[config.mk]
export PLATFORM = sky130hd
export DESIGN_NAME = l2_arbiter
export DESIGN_NICKNAME = d
export VERILOG_FILES = /design/src/rtl/lc3b_types.sv /design/src/rtl/l2_arbiter_sat_counter.sv /design/src/rtl/l2_arbiter.sv
export SDC_FILE = /design/constraint.sdc
export NUM_CORES = 1
export LEC_CHECK = 0
export ABC_CLOCK_PERIOD_IN_PS = 4600
export CORE_AREA = 2 2 310 312
export DETAILED_ROUTE_END_ITERATION = 6
export DIE_AREA = 0 0 312 314
export PLACE_DENSITY_LB_ADDON = 0.15
export SLEW_MARGIN = 0
export SYNTH_ARGS = -nofsm -noshare
export SYNTH_HDL_FRONTEND = slang
export SYNTH_SLANG_ARGS = --single-unit
[constraint.sdc]
create_clock -name clk -period 4.6 [get_ports clk]
set_clock_uncertainty 0.15 [all_clocks]
set_input_delay 0.92 -clock clk [delete_from_list [all_inputs] [get_ports clk]]
set_output_delay 0.92 -clock clk [all_outputs]
set_load 0.02 [all_outputs]
[src/rtl/lc3b_types.sv]
// lc3b_types: shared LC-3b datapath types plus the L1-to-L2 arbiter types.
//   lc3b_word       16-bit word / address
//   lc3b_line       128-bit cache line
//   l2_arb_state_t  arbiter FSM state
//   l2_arb_owner_t  which L1 master owns (or last owned) the L2 port
//   l2_arb_pick()   round-robin winner selection for the arbitration slots
package lc3b_types;

  typedef logic [15:0]  lc3b_word;
  typedef logic [127:0] lc3b_line;

  typedef enum logic [1:0] {
    ARB_IDLE    = 2'd0,
    ARB_GRANT_I = 2'd1,
    ARB_GRANT_D = 2'd2,
    ARB_RELEASE = 2'd3
  } l2_arb_state_t;

  typedef enum logic {
    ICACHE = 1'b0,
    DCACHE = 1'b1
  } l2_arb_owner_t;

  // On contention the master that did not win last time gets the port;
  // otherwise the sole requester wins. Only meaningful when a request exists.
  function automatic l2_arb_owner_t l2_arb_pick(input logic req_i,
                                                input logic req_d,
                                                input l2_arb_owner_t last);
    l2_arb_owner_t pick;
    if (req_i && req_d) begin
      pick = (last == ICACHE) ? DCACHE : ICACHE;
    end else if (req_i) begin
      pick = ICACHE;
    end else begin
      pick = DCACHE;
    end
    return pick;
  endfunction

endpackage

[src/rtl/l2_arbiter_sat_counter.sv]
// l2_arb_sat_counter: saturating up-counter for arbiter performance monitoring.
//   clk    clock
//   rst_n  asynchronous active-low reset (count -> 0)
//   clr    synchronous clear, wins over a same-cycle increment
//   inc    increment request; ignored once the count is all-ones
//   count  current value
module l2_arb_sat_counter #(
  parameter int WIDTH = 16
) (
  input  logic             clk,
  input  logic             rst_n,
  input  logic             clr,
  input  logic             inc,
  output logic [WIDTH-1:0] count
);

  localparam logic [WIDTH-1:0] CNT_MAX = {WIDTH{1'b1}};

  logic [WIDTH-1:0] count_r;

  // Counter register: clear first, then saturating increment.
  always_ff @(posedge clk or negedge rst_n) begin
    if (!rst_n) begin
      count_r <= {WIDTH{1'b0}};
    end else if (clr) begin
      count_r <= {WIDTH{1'b0}};
    end else if (inc && (count_r != CNT_MAX)) begin
      count_r <= count_r + {{(WIDTH-1){1'b0}}, 1'b1};
    end else begin
      count_r <= count_r;
    end
  end

  assign count = count_r;

endmodule

[src/rtl/l2_arbiter.sv]
// l2_arbiter: round-robin arbiter sharing the L1-to-L2 wishbone port between
// the icache and dcache. A grant is held for the whole transaction and every
// termination (ack, rty or master abort) is followed by a one-cycle release
// slot, which doubles as an arbitration slot.
//   icache_* / dcache_*    L1 master request side (cyc/stb/we/adr/sel/dat_m in,
//                          ack/rty out)
//   l1_dat_s               L2 read data broadcast to both masters
//   l2_*                   L2 slave side (cyc/stb/we/adr/sel/dat_m out,
//                          ack/rty/dat_s in)
//   cnt_clear              synchronous clear of the performance counters
//   icache_grants, dcache_grants, conflict_events  saturating counters
module l2_arbiter
  import lc3b_types::*;
#(
  parameter int CNT_WIDTH = 16
) (
  input  logic                 clk,
  input  logic                 rst_n,
  input  logic                 icache_cyc,
  input  logic                 icache_stb,
  input  logic                 icache_we,
  input  lc3b_word             icache_adr,
  input  logic [15:0]          icache_sel,
  input  lc3b_line             icache_dat_m,
  output logic                 icache_ack,
  output logic                 icache_rty,
  input  logic                 dcache_cyc,
  input  logic                 dcache_stb,
  input  logic                 dcache_we,
  input  lc3b_word             dcache_adr,
  input  logic [15:0]          dcache_sel,
  input  lc3b_line             dcache_dat_m,
  output logic                 dcache_ack,
  output logic                 dcache_rty,
  output lc3b_line             l1_dat_s,
  output logic                 l2_cyc,
  output logic                 l2_stb,
  output logic                 l2_we,
  output lc3b_word             l2_adr,
  output logic [15:0]          l2_sel,
  output lc3b_line             l2_dat_m,
  input  logic                 l2_ack,
  input  logic                 l2_rty,
  input  lc3b_line             l2_dat_s,
  input  logic                 cnt_clear,
  output logic [CNT_WIDTH-1:0] icache_grants,
  output logic [CNT_WIDTH-1:0] dcache_grants,
  output logic [CNT_WIDTH-1:0] conflict_events
);

  l2_arb_state_t state_r;
  l2_arb_state_t state_nxt_s;
  l2_arb_owner_t last_grant_r;
  l2_arb_owner_t last_grant_nxt_s;
  l2_arb_owner_t winner_s;
  logic          req_i_s;
  logic          req_d_s;
  logic          inc_i_s;
  logic          inc_d_s;
  logic          inc_conf_s;

  assign req_i_s  = icache_cyc & icache_stb;
  assign req_d_s  = dcache_cyc & dcache_stb;
  assign l1_dat_s = l2_dat_s;

  // Next-state logic; IDLE and RELEASE share the same arbitration rules.
  always_comb begin
    state_nxt_s      = state_r;
    last_grant_nxt_s = last_grant_r;
    winner_s         = l2_arb_pick(req_i_s, req_d_s, last_grant_r);
    inc_i_s          = 1'b0;
    inc_d_s          = 1'b0;
    inc_conf_s       = 1'b0;
    case (state_r)
      ARB_IDLE, ARB_RELEASE: begin
        if (req_i_s || req_d_s) begin
          state_nxt_s      = (winner_s == ICACHE) ? ARB_GRANT_I : ARB_GRANT_D;
          last_grant_nxt_s = winner_s;
          inc_i_s          = (winner_s == ICACHE);
          inc_d_s          = (winner_s == DCACHE);
          inc_conf_s       = req_i_s & req_d_s;
        end else begin
          state_nxt_s = ARB_IDLE;
        end
      end
      // A termination or a dropped request (abort) both end the grant; any
      // new request seen at this edge waits for the release slot.
      ARB_GRANT_I: begin
        if (l2_ack || l2_rty || !req_i_s) begin
          state_nxt_s = ARB_RELEASE;
        end else begin
          state_nxt_s = ARB_GRANT_I;
        end
      end
      ARB_GRANT_D: begin
        if (l2_ack || l2_rty || !req_d_s) begin
          state_nxt_s = ARB_RELEASE;
        end else begin
          state_nxt_s = ARB_GRANT_D;
        end
      end
      default: begin
        state_nxt_s = ARB_IDLE;
      end
    endcase
  end

  // FSM and round-robin history registers; dcache counts as last owner after
  // reset so icache wins the first conflict.
  always_ff @(posedge clk or negedge rst_n) begin
    if (!rst_n) begin
      state_r      <= ARB_IDLE;
      last_grant_r <= DCACHE;
    end else begin
      state_r      <= state_nxt_s;
      last_grant_r <= last_grant_nxt_s;
    end
  end

  // Combinational bus steering: owner's request to L2, L2 termination to owner.
  always_comb begin
    l2_cyc     = 1'b0;
    l2_stb     = 1'b0;
    l2_we      = 1'b0;
    l2_adr     = 16'h0000;
    l2_sel     = 16'h0000;
    l2_dat_m   = 128'h0;
    icache_ack = 1'b0;
    icache_rty = 1'b0;
    dcache_ack = 1'b0;
    dcache_rty = 1'b0;
    case (state_r)
      ARB_GRANT_I: begin
        l2_cyc     = icache_cyc;
        l2_stb     = icache_stb;
        l2_we      = icache_we;
        l2_adr     = icache_adr;
        l2_sel     = icache_sel;
        l2_dat_m   = icache_dat_m;
        icache_ack = l2_ack;
        icache_rty = l2_rty;
      end
      ARB_GRANT_D: begin
        l2_cyc     = dcache_cyc;
        l2_stb     = dcache_stb;
        l2_we      = dcache_we;
        l2_adr     = dcache_adr;
        l2_sel     = dcache_sel;
        l2_dat_m   = dcache_dat_m;
        dcache_ack = l2_ack;
        dcache_rty = l2_rty;
      end
      default: begin
        l2_cyc = 1'b0;
      end
    endcase
  end

  l2_arb_sat_counter #(.WIDTH(CNT_WIDTH)) u_icache_grants (
    .clk   (clk),
    .rst_n (rst_n),
    .clr   (cnt_clear),
    .inc   (inc_i_s),
    .count (icache_grants)
  );

  l2_arb_sat_counter #(.WIDTH(CNT_WIDTH)) u_dcache_grants (
    .clk   (clk),
    .rst_n (rst_n),
    .clr   (cnt_clear),
    .inc   (inc_d_s),
    .count (dcache_grants)
  );

  l2_arb_sat_counter #(.WIDTH(CNT_WIDTH)) u_conflict_events (
    .clk   (clk),
    .rst_n (rst_n),
    .clr   (cnt_clear),
    .inc   (inc_conf_s),
    .count (conflict_events)
  );

endmodule

==> metrics.cfg, run 1 <==
[outcome]
run_status=completed

[routing]
remaining_antenna_violation_count=0
route.vias.total=8280
detail_route.iter0.violations=460
number_of_remaining_drc_errors=0
route.final.wire_length_mm=60.9
wire_length_per_cell_um=24.4
firstDrtPassIters=4
route.detailed.vias_per_inst=3.32

[pwr]
combPwrFrac_pct=79.4
power.clock.fraction_pct=10.0
worst_ir_drop_vdd_mv=0.313
power_per_cell_area_mw_per_mm2=376
p_int_w=0.00217
leakage_power_figure_nw=3.86
switchingPower_w=0.00245
fin_total_pwr_w=0.00462
seq_power_share_pct=10.6
sw_frac_of_total_pct=53.0

[grt]
groute.layer.met2.usage_pct=19.0
grt_antenna_before_repair=3
grt_use_total_pct=11.6
grt_max_degree=44
grt_most_used_layer=met2
grt.overflow.total=0
grtUsageMet1_pct=12.6
via_count_of_the_first_global_routing_pass=8282
grtUsageMet3_pct=6.86
grt_pass1_wl_mm=78.8

[setup_path]
path_class=in2out
slowest_stage=a22oi_1
cp_cell_sequence=clkdlybuf4s50_1, a22oi_1, nor2_1, clkdlybuf4s50_1
critPathLaunchType=input port
crit_path_frequent_cell=clkdlybuf4s50_1
launching_instance_or_port_of_the_critical_path=icache_cyc
cp.arrival_ns=2.99
worst_r2r_startpoint=state_r[0]$_DFF_PN0_
crit_path_max_fanout=6
endpoint_kind=primary output
worst_path_largest_cell_delay_ns=0.75
worst-endpoint-required_ns=3.53

[die]
area_of_the_core_mm2=0.0944
effective_utilization_at_floorplan_pct=6.37
std_cell_rows=113
chipWidth_um=312
die-area_mm2=0.0980
io_pins=802
die-height_um=314

[place]
number_of_buffers_inserted_by_port_buffering=545
placedCellCount=2484
gpl.final_weighted_congestion=0.906
dp_hpwl_mm=52.4

[logic_synthesis]
syn-mean-instance-area_um2=7.13
synthMostInstantiatedCell=nor2_1
synth_top_cells_by_count=nor2_1 (182), a22oi_1 (163), buf_4 (128)
synth_async_reset_ratio_pct=100
post_synth_num_cell_types=43
synth_area_leaders=dfrtp_1 (21%), a22oi_1 (20%), buf_4 (16%)
synth_top_area_share_pct=20.8
synth.ff_latch_count=51
cell_type_with_the_largest_total_area_after_synthesis=dfrtp_1
synth_seq_area_share_pct=21.2
synth-edff-count=0
syn-num-nets=1307
synth_ff_type=dfrtp_1
synth.cell_area_mm2=0.00601
post_synth_inst_count=843
ys.warnings.count=0

[final_layout]
drive_above_1_share_pct=5.05
utilization_pct=13.0
syn_to_final_growth_pct=104
final_net_count=1690
layout.cells.non_filler=2493

[sta]
timing_worst_slew_pin_value_ns=0.854
final_period_minus_worst_setup_slack_ns=4.06
final_hold_viol_count=0
achievable-frequency_mhz=246
maxSlewHeadroom_pct=43.0
grt_setup_unrepaired=no
finalMaxSlewViolations=0
finalSetupViolCount=0
finalSetupTns_ns=0
timing.final.crit_share_pct=88.3

[hold_path]
worstHoldStart=last_grant_r$_DFFE_PN1P_
worst_hold_path_type=reg2reg

[clock_network]
number_of_clock_sinks=51
cts_setup_buffers=0
cts_tree=done
post_cts.resized_instances=0
clk_pin_slew_ns=0.07
cts-buffers-inserted=5
clk_path_buf_depth=2
cts_hold_repair.buffers=0
clock_latency_ns=0.31
htree_num_levels=2
clock-root-buffer=clkbuf_16

[run]
cap_violations=0

-- layout make-up --
type	instances	area (µm²)
Antenna cell	1	2.50
Sequential cell	51	1280
Clock buffer	5	125
Clock inverter	3	43.8
Inverter	11	41.3
Tap cell	1265	1580
Multi-Input combinational cell	582	3490
Timing Repair Buffer	575	5730
Fill cell	11000	82100
-- power by group through the flow --
stage	sequential (W)	combinational (W)	clock, W
floorplan	0.000496	0.00180	0
global placement	0.000499	0.00382	0
detailed placement	0.000500	0.00380	0
CTS	0.000491	0.00382	0.000476
global route	0.000494	0.00397	0.000493
finish	0.000490	0.00367	0.000463
-- cells by family after synthesis --
| family | count (synthesis) | share of synthesized area, % |
|---|---|---|
| AND/OR/NAND/NOR | 322 | 25.7 |
| adder cells (fa/ha/maj) | 5 | 1.04 |
| AO/OA/AOI/OAI | 242 | 28.5 |
| flip-flops | 51 | 21.2 |
| multiplexers | 13 | 2.41 |
| buffers and inverters | 210 | 21.2 |
-- stage by stage --
step | worst slack [ns] | hold WS (ns) | cell area, µm²
floorplan | 1.85 | 0.323 | 6010
global route | 0.385 | 0.376 | 12300
finish | 0.536 | 0.363 | 12300
detailed placement | 0.410 | 0.347 | 12100
global placement | 0.402 | 0.351 | 12100
CTS | 0.411 | 0.363 | 12300
-- per-layer routing --
metal	up-vias	part of all wire, %
met3	48	13
li1	3731	-
met1	3944	37
met2	549	46
met4	8	2.5
met5	-	0.91
-- flip-flops by register name, summed over array words and instances, names as in the netlist --
name                     flops
u_conflict_events.count     16
u_icache_grants.count       16
state_r                      2
last_grant_r                 1
u_dcache_grants.count       16
-- worst max-delay path, delay by kind of cell --
kind / cells / cell delay (ns)
AO/OA/AOI/OAI: 1 / 0.75
AND/OR/NAND/NOR: 1 / 0.14
buffers and inverters: 2 / 1.17
-- cells in the final DEF, fill, tap and decap left out, types with 11 or more instances in the layout --
cell type,count
o21ai_0,13
or4_1,20
dfrtp_1,50
nand2_1,18
inv_1,11
buf_4,26
a22oi_1,163
nand3_1,20
clkdlybuf4s50_1,542
nand4_1,19
a21oi_1,33
mux2_2,12
o31ai_1,18
nor2_1,182
-- final timing paths --
check	end	slack (ns)	depth (start not counted)
setup / recovery	l2_cyc	0.54	4
max in group asynchronous	u_conflict_events.count[1]$_DFFE_PN0P_	2.98	2
min in group asynchronous	u_conflict_events.count[4]$_DFFE_PN0P_	0.45	1
hold reg to reg	last_grant_r$_DFFE_PN1P_	0.36	2
setup reg to reg	u_conflict_events.count[11]$_DFFE_PN0P_	1.42	6
hold / removal	last_grant_r$_DFFE_PN1P_	0.36	2
Power figures use the tool's default switching activity.
==> inputs of run 2 (changes only) <==
--- a/config.mk
+++ b/config.mk
@@ -7,6 +7,7 @@
 export LEC_CHECK = 0
 export ABC_CLOCK_PERIOD_IN_PS = 4600
 export CORE_AREA = 2 2 310 312
+export CTS_BUF_LIST = sky130_fd_sc_hd__clkbuf_16
 export DETAILED_ROUTE_END_ITERATION = 6
 export DIE_AREA = 0 0 312 314
 export PLACE_DENSITY_LB_ADDON = 0.15
==> results of run 2 <==
Same layout as run 1: the final DEF is identical, and so are final timing and power.
